`src/rtl/filter_pkg.sv`:
```
// filter_pkg: shared sample widths and round/saturate helpers for the filter chain
package filter_pkg;
    localparam int DEF_IN_W  = 16;
    localparam int DEF_OUT_W = 16;

    function automatic logic signed [63:0] round_shr(input logic signed [63:0] v, input int sh);
        return (sh > 0) ? (v + (64'sd1 <<< (sh - 1))) >>> sh : v;
    endfunction

    function automatic logic signed [63:0] sat(input logic signed [63:0] v, input int w);
        logic signed [63:0] hi;
        logic signed [63:0] lo;
        hi = (64'sd1 <<< (w - 1)) - 64'sd1;
        lo = -(64'sd1 <<< (w - 1));
        return (v > hi) ? hi : (v < lo) ? lo : v;
    endfunction
endpackage

```
`src/rtl/sync_fifo.sv`:
```
// sync_fifo: show-ahead FIFO with level, async active-low reset and sync clear
module sync_fifo
    import filter_pkg::*;
#(
    parameter int WIDTH = DEF_OUT_W,
    parameter int DEPTH = 4,
    localparam int AW = $clog2(DEPTH),
    localparam int LW = $clog2(DEPTH + 1)
) (
    input  logic             clk,
    input  logic             reset,
    input  logic             clear,
    input  logic             push,
    input  logic             pop,
    input  logic [WIDTH-1:0] din,
    output logic [WIDTH-1:0] dout,
    output logic             full,
    output logic             empty,
    output logic [LW-1:0]    level
);
    logic [WIDTH-1:0] mem_q [DEPTH];
    logic [WIDTH-1:0] mem_d [DEPTH];
    logic [AW-1:0]    wr_q, wr_d, rd_q, rd_d;
    logic [LW-1:0]    level_q, level_d;
    logic             do_push, do_pop;

    assign empty   = level_q == '0;
    assign full    = level_q == LW'(DEPTH);
    assign level   = level_q;
    assign do_pop  = pop && !empty;
    assign do_push = push && (!full || do_pop);
    assign dout    = empty ? '0 : mem_q[rd_q];

    // next-state: write at wr, advance pointers, track occupancy; clear empties
    always_comb begin
        mem_d = mem_q;
        if (do_push) mem_d[wr_q] = din;
        wr_d    = clear ? '0 : do_push ? wr_q + 1'b1 : wr_q;
        rd_d    = clear ? '0 : do_pop ? rd_q + 1'b1 : rd_q;
        level_d = clear ? '0 : level_q + LW'(do_push) - LW'(do_pop);
    end

    // state registers
    always_ff @(posedge clk or negedge reset) begin
        if (!reset) begin
            mem_q   <= '{default: '0};
            wr_q    <= '0;
            rd_q    <= '0;
            level_q <= '0;
        end else begin
            mem_q   <= mem_d;
            wr_q    <= wr_d;
            rd_q    <= rd_d;
            level_q <= level_d;
        end
    end
endmodule

```
`src/rtl/filter_decimator.sv`:
```
// filter_decimator: boxcar accumulate-and-dump decimator with round/saturate and output FIFO
module filter_decimator
    import filter_pkg::*;
#(
    parameter int IN_W       = DEF_IN_W,
    parameter int OUT_W      = DEF_OUT_W,
    parameter int DECIM      = 4,
    parameter int SHIFT      = 2,
    parameter int FIFO_DEPTH = 4,
    localparam int LW = $clog2(FIFO_DEPTH + 1)
) (
    input  logic                    clk,
    input  logic                    reset,
    input  logic                    clear,
    input  logic                    in_valid,
    input  logic signed [IN_W-1:0]  in_sample,
    output logic                    out_valid,
    input  logic                    out_ready,
    output logic signed [OUT_W-1:0] out_data,
    output logic [LW-1:0]           level,
    output logic                    overflow
);
    localparam int SW = IN_W + $clog2(DECIM);
    localparam int CW = $clog2(DECIM);

    logic signed [SW-1:0] acc_q, acc_d, sum_q, sum_d;
    logic [CW-1:0]        cnt_q, cnt_d;
    logic                 sum_vld_q, sum_vld_d, ovf_q, ovf_d;
    logic [OUT_W-1:0]     res;
    logic                 full, empty;

    assign res       = OUT_W'(sat(round_shr(64'(sum_q), SHIFT), OUT_W));
    assign out_valid = !empty;
    assign overflow  = ovf_q;

    // accumulate DECIM samples, dump the group sum into the stage register, flag drops
    always_comb begin
        acc_d     = acc_q;
        cnt_d     = cnt_q;
        sum_d     = sum_q;
        sum_vld_d = 1'b0;
        ovf_d     = ovf_q | (sum_vld_q & full & !out_ready);
        if (clear) begin
            acc_d = '0;
            cnt_d = '0;
            ovf_d = 1'b0;
        end else if (in_valid) begin
            if (cnt_q == CW'(DECIM - 1)) begin
                sum_d     = acc_q + SW'(in_sample);
                sum_vld_d = 1'b1;
                acc_d     = '0;
                cnt_d     = '0;
            end else begin
                acc_d = acc_q + SW'(in_sample);
                cnt_d = cnt_q + 1'b1;
            end
        end
    end

    // state registers
    always_ff @(posedge clk or negedge reset) begin
        if (!reset) begin
            acc_q     <= '0;
            cnt_q     <= '0;
            sum_q     <= '0;
            sum_vld_q <= 1'b0;
            ovf_q     <= 1'b0;
        end else begin
            acc_q     <= acc_d;
            cnt_q     <= cnt_d;
            sum_q     <= sum_d;
            sum_vld_q <= sum_vld_d;
            ovf_q     <= ovf_d;
        end
    end

    sync_fifo #(.WIDTH(OUT_W), .DEPTH(FIFO_DEPTH)) u_fifo (
        .clk   (clk),
        .reset (reset),
        .clear (clear),
        .push  (sum_vld_q),
        .pop   (out_ready),
        .din   (res),
        .dout  (out_data),
        .full  (full),
        .empty (empty),
        .level (level)
    );
endmodule

```
`config.mk`:
```
export PLATFORM = sky130hd
export DESIGN_NAME = filter_decimator
export DESIGN_NICKNAME = d
export VERILOG_FILES = /design/src/rtl/filter_pkg.sv /design/src/rtl/sync_fifo.sv /design/src/rtl/filter_decimator.sv
export SDC_FILE = /design/constraint.sdc
export NUM_CORES = 1
export LEC_CHECK = 0
export ABC_AREA = 1
export ABC_CLOCK_PERIOD_IN_PS = 2600
export CORE_ASPECT_RATIO = 1.2
export CORE_MARGIN = 1
export CORE_UTILIZATION = 35
export CTS_BUF_LIST = sky130_fd_sc_hd__clkbuf_2 sky130_fd_sc_hd__clkbuf_4 sky130_fd_sc_hd__clkbuf_8
export DETAILED_ROUTE_END_ITERATION = 7
export DONT_BUFFER_PORTS = 1
export HOLD_SLACK_MARGIN = 0.08
export SYNTH_ARGS = -nofsm -noshare
export SYNTH_HDL_FRONTEND = slang
export SYNTH_SLANG_ARGS = --single-unit
```
`constraint.sdc`:
```
create_clock -name clk -period 2.6 [get_ports clk]
set_clock_uncertainty 0.2 [all_clocks]
set_input_delay 0.52 -clock clk [delete_from_list [all_inputs] [get_ports clk]]
set_output_delay 0.52 -clock clk [all_outputs]
set_load 0.02 [all_outputs]
```
==> results of run 1 <==
[repair_timing]
action | in CTS | in global routing
cloned | 0 | 0
endpoints found under the hold margin | 114 | 110
gates resized for setup | 1 | 4
setup buffers | 0 | 1
endpoints found under the setup margin | 11 | 7
[where the power goes]
part	switching, mW	internal [mW]	leakage (nW)
clock network	0.666	0.559	0.112
logic	1.29	0.745	2.10
registers	0.190	1.90	1.49
total	2.15	3.20	3.71
[layout by cell type, fill, tap and decap left out, types with 2 or more instances in the layout]
cell type / synthesis / layout
sky130_fd_sc_hd__xnor2_1: 8 / 8
sky130_fd_sc_hd__o21ai_0: 58 / 58
sky130_fd_sc_hd__inv_1: 53 / 52
sky130_fd_sc_hd__nand2_2: 12 / 12
sky130_fd_sc_hd__nor2_1: 108 / 108
sky130_fd_sc_hd__inv_2: 2 / 2
sky130_fd_sc_hd__fa_1: 2 / 2
sky130_fd_sc_hd__nand2_1: 358 / 358
sky130_fd_sc_hd__bufinv_16: 0 / 2
sky130_fd_sc_hd__ha_1: 25 / 25
sky130_fd_sc_hd__nand3b_1: 8 / 8
sky130_fd_sc_hd__buf_12: 0 / 2
sky130_fd_sc_hd__xor2_1: 13 / 13
sky130_fd_sc_hd__clkbuf_8: 0 / 9
sky130_fd_sc_hd__nand4_1: 3 / 3
sky130_fd_sc_hd__clkinvlp_4: 0 / 2
sky130_fd_sc_hd__inv_6: 0 / 2
sky130_fd_sc_hd__a21oi_1: 34 / 33
sky130_fd_sc_hd__dfrtp_1: 110 / 109
sky130_fd_sc_hd__nor2_4: 3 / 3
sky130_fd_sc_hd__buf_4: 4 / 32
sky130_fd_sc_hd__nand3_1: 36 / 36
sky130_fd_sc_hd__dlygate4sd3_1: 0 / 2
sky130_fd_sc_hd__nand2_4: 7 / 7
[sequential cells by signal, summed over array words and instances, names as in the netlist]
register	cells
cnt_q	2
u_fifo.level	3
u_fifo.rd_q	2
sum_vld_q	1
u_fifo.mem_q	64
u_fifo.wr_q	2
acc_q	18
overflow	1
sum_q	17
[worst max-delay path by stage]
stage	from	endpoint
after floorplan	u_fifo.level[0]	u_fifo.level[2]
after global placement	u_fifo.rd_q[1]	out_data[1]
after detailed placement	u_fifo.rd_q[1]	out_data[1]
after CTS	u_fifo.rd_q[0]	out_data[14]
after global routing	u_fifo.level[1]	out_data[13]
final	u_fifo.level[1]	out_data[13]
[kinds of logic after synthesis]
| group | share of synthesized area |
|---|---|
| adder cells (fa/ha/maj) | 0.0556 |
| XOR/XNOR | 0.0316 |
| AO/OA/AOI/OAI | 0.0751 |
| AND/OR/NAND/NOR | 0.351 |
| buffers and inverters | 0.0529 |
| flip-flops | 0.434 |
[per-stage QoR]
| step | cells | hold WS, ns |
|---|---|---|
| CTS | 1119 | -0.416 |
| detailed placement | 1101 | 0.0299 |
| finish | 1120 | -0.398 |
| global route | 1120 | -0.421 |
| floorplan | 874 | 0.0244 |
| global placement | 1101 | 0.0303 |
[layer usage]
| metal | GRT usage | up-vias | wire [um] |
|---|---|---|---|
| met4 | 0.0707 | 0 | 336 |
| met3 | 0.0325 | 24 | 583 |
| met1 | 0.231 | 2538 | 7280 |
| met2 | 0.321 | 91 | 7870 |
| li1 | - | 2781 | - |
| met5 | 0 | - | 0 |
[layout make-up]
type | count | area [um^2]
Clock buffer | 9 | 124
Timing Repair Buffer | 36 | 300
Tap cell | 220 | 275
Fill cell | 1869 | 10600
Inverter | 56 | 216
Clock inverter | 7 | 105
Sequential cell | 110 | 2750
Multi-Input combinational cell | 682 | 3260
==> results.txt, run 1 <==
The checks that failed: design-rule violations, negative hold slack. The worst register-to-register path ends at u_fifo.mem_q[17]. For this design the static power due to leakage is 3.71 nW. The total count of hold-check failures in the final report is 110.

The final critical delay including setup and external delays is 2.45 ns. The clock edge transition at the registers on the reported setup and hold paths is 0.11 ns. Across all register-to-register paths, the minimum setup slack is just under 0.3 ns. The detailed-route DRC error count came out at 10. The share of synthesized area occupied by flip-flops and latches is 0.434.

The ratio of final minimum period to clock period is 0.944. Setup repair after global routing left no endpoint under its margin. The number of antenna violations at the first check in global routing is 0.

In the final layout, the share of cells above drive strength 1 is 0.0900. After technology mapping, the gate count stands at 874. Walking the worst path, the cells encountered are nor3_2 > buf_4 > a21oi_1 > buf_4. At the pin with the least slew margin, the transition time is 0.682 ns. The number of design-rule violations left by the first detailed-router iteration is 400. The clock passes through at most 2 buffers.

The CTS buffer count is 9. TritonCTS built the clock tree. The worst slack on hold paths is -0.398 ns. By area the synthesized netlist is led by sky130_fd_sc_hd__dfrtp_1 43%, sky130_fd_sc_hd__nand2_1 21%, sky130_fd_sc_hd__nor2_1 6.4%, sky130_fd_sc_hd__ha_1 4.9%, sky130_fd_sc_hd__o21ai_0 4.6%. The count of pins on the block boundary came out at 42. The data required time at the worst endpoint is 1.88 ns. For this configuration, the core starts out at a cell density of 0.360. In this run the standard cell core region covers 0.0176 mm^2. Timing would allow up to 408 MHz. The first detailed-routing pass ran for 6 iterations. STA classifies the critical path startpoint as a flip-flop. The worst hold path class is in -> async. The chip width is about 120 um. The cell area after synthesis came out at 0.00634 mm^2. The most used flip-flop cell after synthesis is sky130_fd_sc_hd__dfrtp_1. The global-route total usage across every layer is 0.185.

Counting flops and latches in the post-synthesis netlist gives 110. The power after layout is 5.35 mW. The post-place instance area is 0.00677 mm^2. The synthesis warning total came out at 0.

The overall via count from detail_route is 5434. The maximum VDD drop came out at 0.000263 V. Together, buffers and inverters on the worst path number 2. The antenna violation net count after detailed routing is 0. The half-perimeter wire length after placement came out at about 11000 um. The die height came out at roughly 150 um. Averaged over all synthesized cells, the footprint is 7.26 um^2. The count of flip-flops with a built-in enable after synthesis is 0.

The number of global-route vias before repair is 5359. The endpoint type of the worst setup path is a primary output. Among the stages of the critical path, the cell type that occurs most often is sky130_fd_sc_hd__buf_4.

The number of cells traversed by the worst register-to-register path is 10. The count of buffers added on input and output ports is 0. After floorplanning, the core was divided into 53 placement rows. The quantity of hold-fixing buffers added after cts came out at 2. The cell count along the critical path is 4. The maximum cell stage delay along the critical path is 0.51 ns. The biggest area contributor in the post-synthesis netlist is sky130_fd_sc_hd__dfrtp_1.

The number of nets in the synthesized netlist is approximately 920. The final design utilization is 0.399. The critical path class is reg -> out. The highest net fanout along the worst path came out at 17.

The final-report max-slew violation count was 0. The number of failing setup endpoints in the final timing report came out at 0. By instance count, the leading cell after synthesis is sky130_fd_sc_hd__nand2_1. The clock latency on the worst-skew pair is 0.39 ns. The total clock sinks came out at 110.

After detailed routing, the number of vias per cell comes to around 4.9. The total global routing overflow came out at 0. Synthesis instantiated 29 different standard cells from the library. The number of nets in the final layout is 943. The slowest cell on the critical path is sky130_fd_sc_hd__dfrtp_1. The area share of the largest cell type after synthesis came out at 0.434. The maximum number of pins on one net before global-route repair came out at roughly 110.

Setup total negative slack on the finished layout was measured at 0 ns. Setup slack closes at 0.146 ns. The power density normalized to cell area came out at 761 mW/mm^2.

On the critical path the largest part of the delay comes from flip-flops. The wire length of the first global-routing pass is 27200 um. By count the netlist is led by 358 x sky130_fd_sc_hd__nand2_1, 110 x sky130_fd_sc_hd__dfrtp_1, 108 x sky130_fd_sc_hd__nor2_1. The flow ran to the end, but the final reports show violations.

The total of max-cap violations is 0. The relative area change from synthesis to final layout came out at 10.9%. The final layout contains routed wiring with a total length of 16100 um.

The number of levels in the clock H-tree came out at 3. The post-detailed-route wirelength per cell came out at approximately 14 um. The startpoint identified for the worst register-to-register timing path is sum_q[1]. The die footprint came out at 0.0187 mm^2. The tree is rooted in a sky130_fd_sc_hd__clkbuf_8. The proportion of synthesized flip-flops having asynchronous set or reset came out at 1.00. The count of antenna diodes in the layout came out at 0. The finished cells cover 0.00703 mm^2. Timing analysis after detailed placement gives a worst setup slack of around 0.25 ns. At the end of routability-driven placement, the weighted congestion stood at 0.869. In this run the tightest slew margin relative to its limit is 0.545. For the worst setup path, the data arrival time is between 1.5 and 2 ns.
Power figures use the tool's default switching activity.
==> run 2, diff against run 1 <==
- PLACE_DENSITY: not set -> 0.57
==> results.txt, run 2 (synthesis gave the netlist of run 1 again) <==
For this configuration, the core starts out at a cell density of 0.360. The standard cell core area came out at 0.0176 mm^2. The chip width came out at 125 um. The floorplan has 53 rows.

The commonest non-fill, non-tap cell in the layout is sky130_fd_sc_hd__nand2_1. The run finished, with violations left. The number of global-route vias before repair is around 5400.

The achievable clock frequency came out at 400 MHz. For this design, the sink count on the clock tree is 110. The post-layout instance area is 0.00694 mm^2. The sum of negative setup slack came out at 0 ns. The area growth from synthesis to layout is 9.43%. The clock tree synthesis step divided the H-tree into 3 levels.

At the end of routability-driven placement, the weighted congestion stood at 0.846. The worst setup path is launched from a flip-flop. The filler cell count came out at between 1500 and 2000. Setup repair after global routing left no endpoint under its margin. The die height came out at 149 um.

The final design utilization came out at 0.394. Of the available clock period, the critical path in the final layout requires 0.961. The critical path is of the reg -> out type. The clock period could shrink to 2.50 ns.

After clock tree synthesis, the setup repair step added 0 buffers. The post-place instance area came out at 0.00673 mm^2. The final-report max-slew violation count came to 0.

The actual transition at the worst max-transition pin is 0.642 ns. The largest registers in the layout are u_fifo.mem_q: 64 flops, acc_q: 18 flops, sum_q: 17 flops. The quantity of hold-fixing buffers added after cts came out at 2.

The relative slew slack is 0.571. During I/O placement, the number of pins put on the boundary was between 40 and 50. The number of antenna violations at the first check in global routing came out at 0. Across all hold checks on the routed design, the worst slack comes to -0.393 ns. The die footprint came out at 0.0187 mm^2. The first detailed-routing pass took 6 iterations. Detailed placement finished with a half-perimeter wire length of between 10000 and 15000 um. The CTS buffer count came out at 9. The number of design-rule violations left by the first detailed-router iteration is 310. The number of buffers added on ports came out at 0. Setup violations remaining at the end of the flow were counted as 0. Counting flops per register, the top entry is u_fifo.mem_q. The flip-flop count of the largest register after layout is 64. In this run the power density over the cells is between 700 and 800 mW/mm^2. VDD sags by at most 0.000287 V.

STA puts the critical path data required time at 1.88 ns. The detailed-route DRC error count is 6. TritonCTS built the clock tree. The share of layout cells above drive strength 1 came out at 0.0847.

The checks that failed: design-rule violations, negative hold slack. The longest clock path from root to sink contains 2 buffers. The number of nets in the final layout came out at 940. The worst setup slack for register-to-register paths is 0.39 ns.

The overall via count from detail_route is 5406. The wire length of the first global-routing pass came out at 26900 um. The total global routing overflow is 0.

The total wire length after detailed routing came out at 16200 um. The antenna violation net count after detailed routing is 0. The path class of the tightest hold or removal check is in -> async. The global-route total usage across every layer is 0.184. The endpoint type of the worst setup path is a primary output. The count of antenna diodes in the layout came out at 0. The reported leakage power came out at about 3.7 nW. The maximum number of pins on one net before global-route repair is 111. For the worst setup path, the data arrival time is 1.78 ns. The cell sitting at the root of the clock tree is a sky130_fd_sc_hd__clkbuf_8. In the final routed layout, each cell accounts on average for between 10 and 15 um. The top cell types in the final layout, fill and taps aside, are 358 x sky130_fd_sc_hd__nand2_1, 110 x sky130_fd_sc_hd__dfrtp_1, 108 x sky130_fd_sc_hd__nor2_1. The total count of hold-check failures in the final report is 110. The clock latency on the worst-skew pair is 0.39 ns. Clock-pin slew was measured on the worst setup and hold paths at ~0.11 ns. The total of max-cap violations came out at 0. The post-detailed-route via-to-cell ratio came out at slightly below 5. The highest net fanout along the worst path came out at 10.
run 2: changes by cell type in the layout (fill, tap and decap cells not counted), sizes merged:
cell / before / now
buf: 34 / 31
clkinv: 1 / 4
bufinv: 2 / 0
clkinvlp: 2 / 0
inv: 58 / 59
run 2: repair_timing:
item	CTS	global route
setup endpoints to repair	4	5
endpoints found under the hold margin	114	110
resized for setup	2	1
run 2: path summary, 6_finish.rpt:
kind,cells after the start,endpoint,from
max,5,out_data[11],u_fifo.rd_q[0]
min,0,u_fifo.mem_q[34],reset
max reg2reg,8,u_fifo.level[2],u_fifo.level[1]
min reg2reg,2,u_fifo.mem_q[43],u_fifo.mem_q[43]
max in group asynchronous,0,acc_q[7],reset
min in group clk,3,overflow,out_ready
run 2: through the flow:
step	cells	setup slack [ns]	total power [mW]	hold slack, ns
floorplan	874	0.229	3.49	0.0244
global placement	1099	0.263	4.10	0.0311
detailed placement	1099	0.210	4.11	0.0293
CTS	1117	0.00285	5.17	-0.422
global route	1117	0.00382	5.50	-0.413
finish	1117	0.103	5.12	-0.393
run 2: cell type report:
cell class,count,area [um^2],share of cell area
clock inverters,7,63.8,0.00919
repair buffers,33,256,0.0370
flip-flops and latches,110,2750,0.397
well taps,220,275,0.0397
clock buffers,9,124,0.0178
multi-input cells,682,3260,0.470
inverters,56,210,0.0303
run 2: power by group:
group,leakage (nW),switching (mW),internal [mW],total [mW]
Sequential,1.50,0.204,1.90,2.10
Clock,0.0967,0.669,0.372,1.04
Combinational,2.08,1.28,0.700,1.98
Total,3.67,2.15,2.97,5.12
run 2: routing by layer:
layer  track usage  part of all wire  wire length (um)
met2         0.334              0.50              8070
met4        0.0652             0.017               274
met3        0.0265             0.036               581
met1         0.222              0.45              7230
met5             0                 0                 0
run 2: worst max-delay path, stage by stage (launching register included):
cell	delay, ns
sky130_fd_sc_hd__dfrtp_1	0.44
sky130_fd_sc_hd__inv_2	0.19
sky130_fd_sc_hd__buf_4	0.21
sky130_fd_sc_hd__o21ai_0	0.10
sky130_fd_sc_hd__a21oi_1	0.25
sky130_fd_sc_hd__buf_4	0.19
==> RTL edit (flow settings as in run 1) <==
Reset style: synchronous (`reset`), changed in 2 clocked blocks. Comments in the files are not updated.
--- a/src/rtl/sync_fifo.sv
+++ b/src/rtl/sync_fifo.sv
@@ -42,5 +42,5 @@
 
     // state registers
-    always_ff @(posedge clk or negedge reset) begin
+    always_ff @(posedge clk) begin
         if (!reset) begin
             mem_q   <= '{default: '0};
--- a/src/rtl/filter_decimator.sv
+++ b/src/rtl/filter_decimator.sv
@@ -59,5 +59,5 @@
 
     // state registers
-    always_ff @(posedge clk or negedge reset) begin
+    always_ff @(posedge clk) begin
         if (!reset) begin
             acc_q     <= '0;
Check against the original RTL: not equivalent (a bounded check fails within 10 cycles, from zero or initial values and one cycle with reset low; the reset may be asserted at any time).
==> RTL edit against run 1 <==
- the run ends with design-rule violations left
- synthesized cell count grew 9.6%
- worst setup slack gained 0.012 ns
- sequential cell count is the same
- design area shrank 0.98%
- synthesized area grew 0.75%
- via count grew 6.4%
- wire length grew 0.68%
- critical path type unchanged
- critical endpoint unchanged
Power is not compared: it rests on default switching activity, and its combinational part moved more than twofold at a synthesized area within 25%.
==> RTL edit: results (changes against run 1) <==
stage,metric,value,unit,change
run_status,status,finished with violations,,unchanged
run_status,failing checks,design-rule violations,,"was design-rule violations, negative hold slack"
timing,Hold Slack,0.1088,ns,was -0.3981 ns
worst_setup_path,Worst Reg-to-Reg Cells,9,,was 10
worst_setup_path,FF-to-FF End,u_fifo.level[2],,was u_fifo.mem_q[17]
logic_synthesis,synth unique cells,37,,was 29
placement,Area after DPL,0.006736,mm2,was 0.006766 mm2
finish,post-layout instance count excluding filler cells,1190,,was 1120
logic_synthesis,Main synth FF type,dfxtp_1,,was dfrtp_1
grt,largest net degree at the start of global routing,61,,was 111
placement,gp weighted congestion,0.8702,,was 0.8686
placement,DP Worst Slack,0.2639,ns,was 0.2536 ns
logic_synthesis,synthesized net count,1006,,was 922
detailed_routing,DR vias/cell,4.858,,was 4.852
worst_setup_path,Reg2Reg Setup Slack,0.31,ns,was 0.29 ns
grt,first-pass GRT wire length,27140,um,was 27220 um
placement,DP Wirelength,10940,um,was 10970 um
grt,GRT Total Usage,18.20,%,was 18.50%
detailed_routing,1st-iter DRT viols,289,,was 400
min_path,Worst Hold Depth,2,,
detailed_routing,final wirelength,16180,um,was 16070 um
logic_synthesis,proportion of synthesized chip area in sequential cells,34.46,%,was 43.39%
detailed_routing,DRC Markers,2,,was 10
timing,Rel. slew slack,66.00,%,was 54.47%
logic_synthesis,Synth Instances,958,,was 874
cts,Max Root-Sink Buffers,2,,unchanged
finish,NumNets Final,1014,,was 943
logic_synthesis,Async SR Flop Fraction,0,%,was 100.0%
worst_setup_path,r2r startpoint,u_fifo.level[2],,was sum_q[1]
grt,number of global-route vias before repair,5446,,was 5359
detailed_routing,DR pass1 iterations,7,,was 6
logic_synthesis,top post-synthesis cells by area,"dfxtp_1 34%, nand2_1 12%, a21oi_1 10%",,"was dfrtp_1 43%, nand2_1 21%, nor2_1 6.4%"
[RTL edit: worst max path at each step]
stage / from / to / slack (ns) / cells past startpoint
2_1_floorplan: u_fifo.level[1] / u_fifo.level[2] / 0.08 / 11
3_3_place_gp: in_sample[0] / sum_q[8] / 0.27 / 11
3_5_place_dp: in_sample[0] / sum_q[8] / 0.26 / 11
4_1_cts: u_fifo.rd_q[1] / out_data[11] / 0.04 / 6
5_1_grt: u_fifo.rd_q[0] / out_data[10] / 0.04 / 6
6_report: u_fifo.level[2] / out_data[13] / 0.16 / 4
[RTL edit: layer usage]
metal  vias to the layer above  GRT usage, %  share of wire (%)
met4                         0         4.695                1.1
met5                         -             0                  0
met3                        12         3.754                4.6
met2                        98         32.49                 48
met1                      2600         22.21                 46
li1                       3071             -                  -
[RTL edit: critical path, cell delays in order, from the launching register on]
cell and delay (ns):
dfxtp_1 0.52, nor2_1 0.11, buf_4 0.23, a21oi_1 0.26
buf_4 0.20
[RTL edit: logic make-up (layout without fill, tap and decap cells)]
logic type                 after synthesis  in the layout  share of synthesized area [%]
DFF                                    110            110                          34.46
and+or+nand+nor                        369            369                          25.25
AOI/OAI and AO/OA                      222            222                          18.79
adders and majority gates               27             27                          5.521
buffers and inverters                  212            224                          13.51
xor gates and xnor gates                18             18                          2.467
[RTL edit: cell type report]
class,instances,area (um2)
Clock buffer,10,131.4
Timing Repair Buffer,39,310.3
Sequential cell,110,2203
Inverter,170,638.1
Clock inverter,5,68.82
Tap cell,220,275.3
Fill cell,1931,10740
Multi-Input combinational cell,636,3338
[RTL edit: repair_timing]
action | 4_1_cts | 5_1_grt
buffers inserted | 0 | 0
setup endpoints to repair | 0 | 6
endpoints found under the hold margin | 12 | 0
hold buffers | 2 | 0
gates resized for setup | 0 | 4
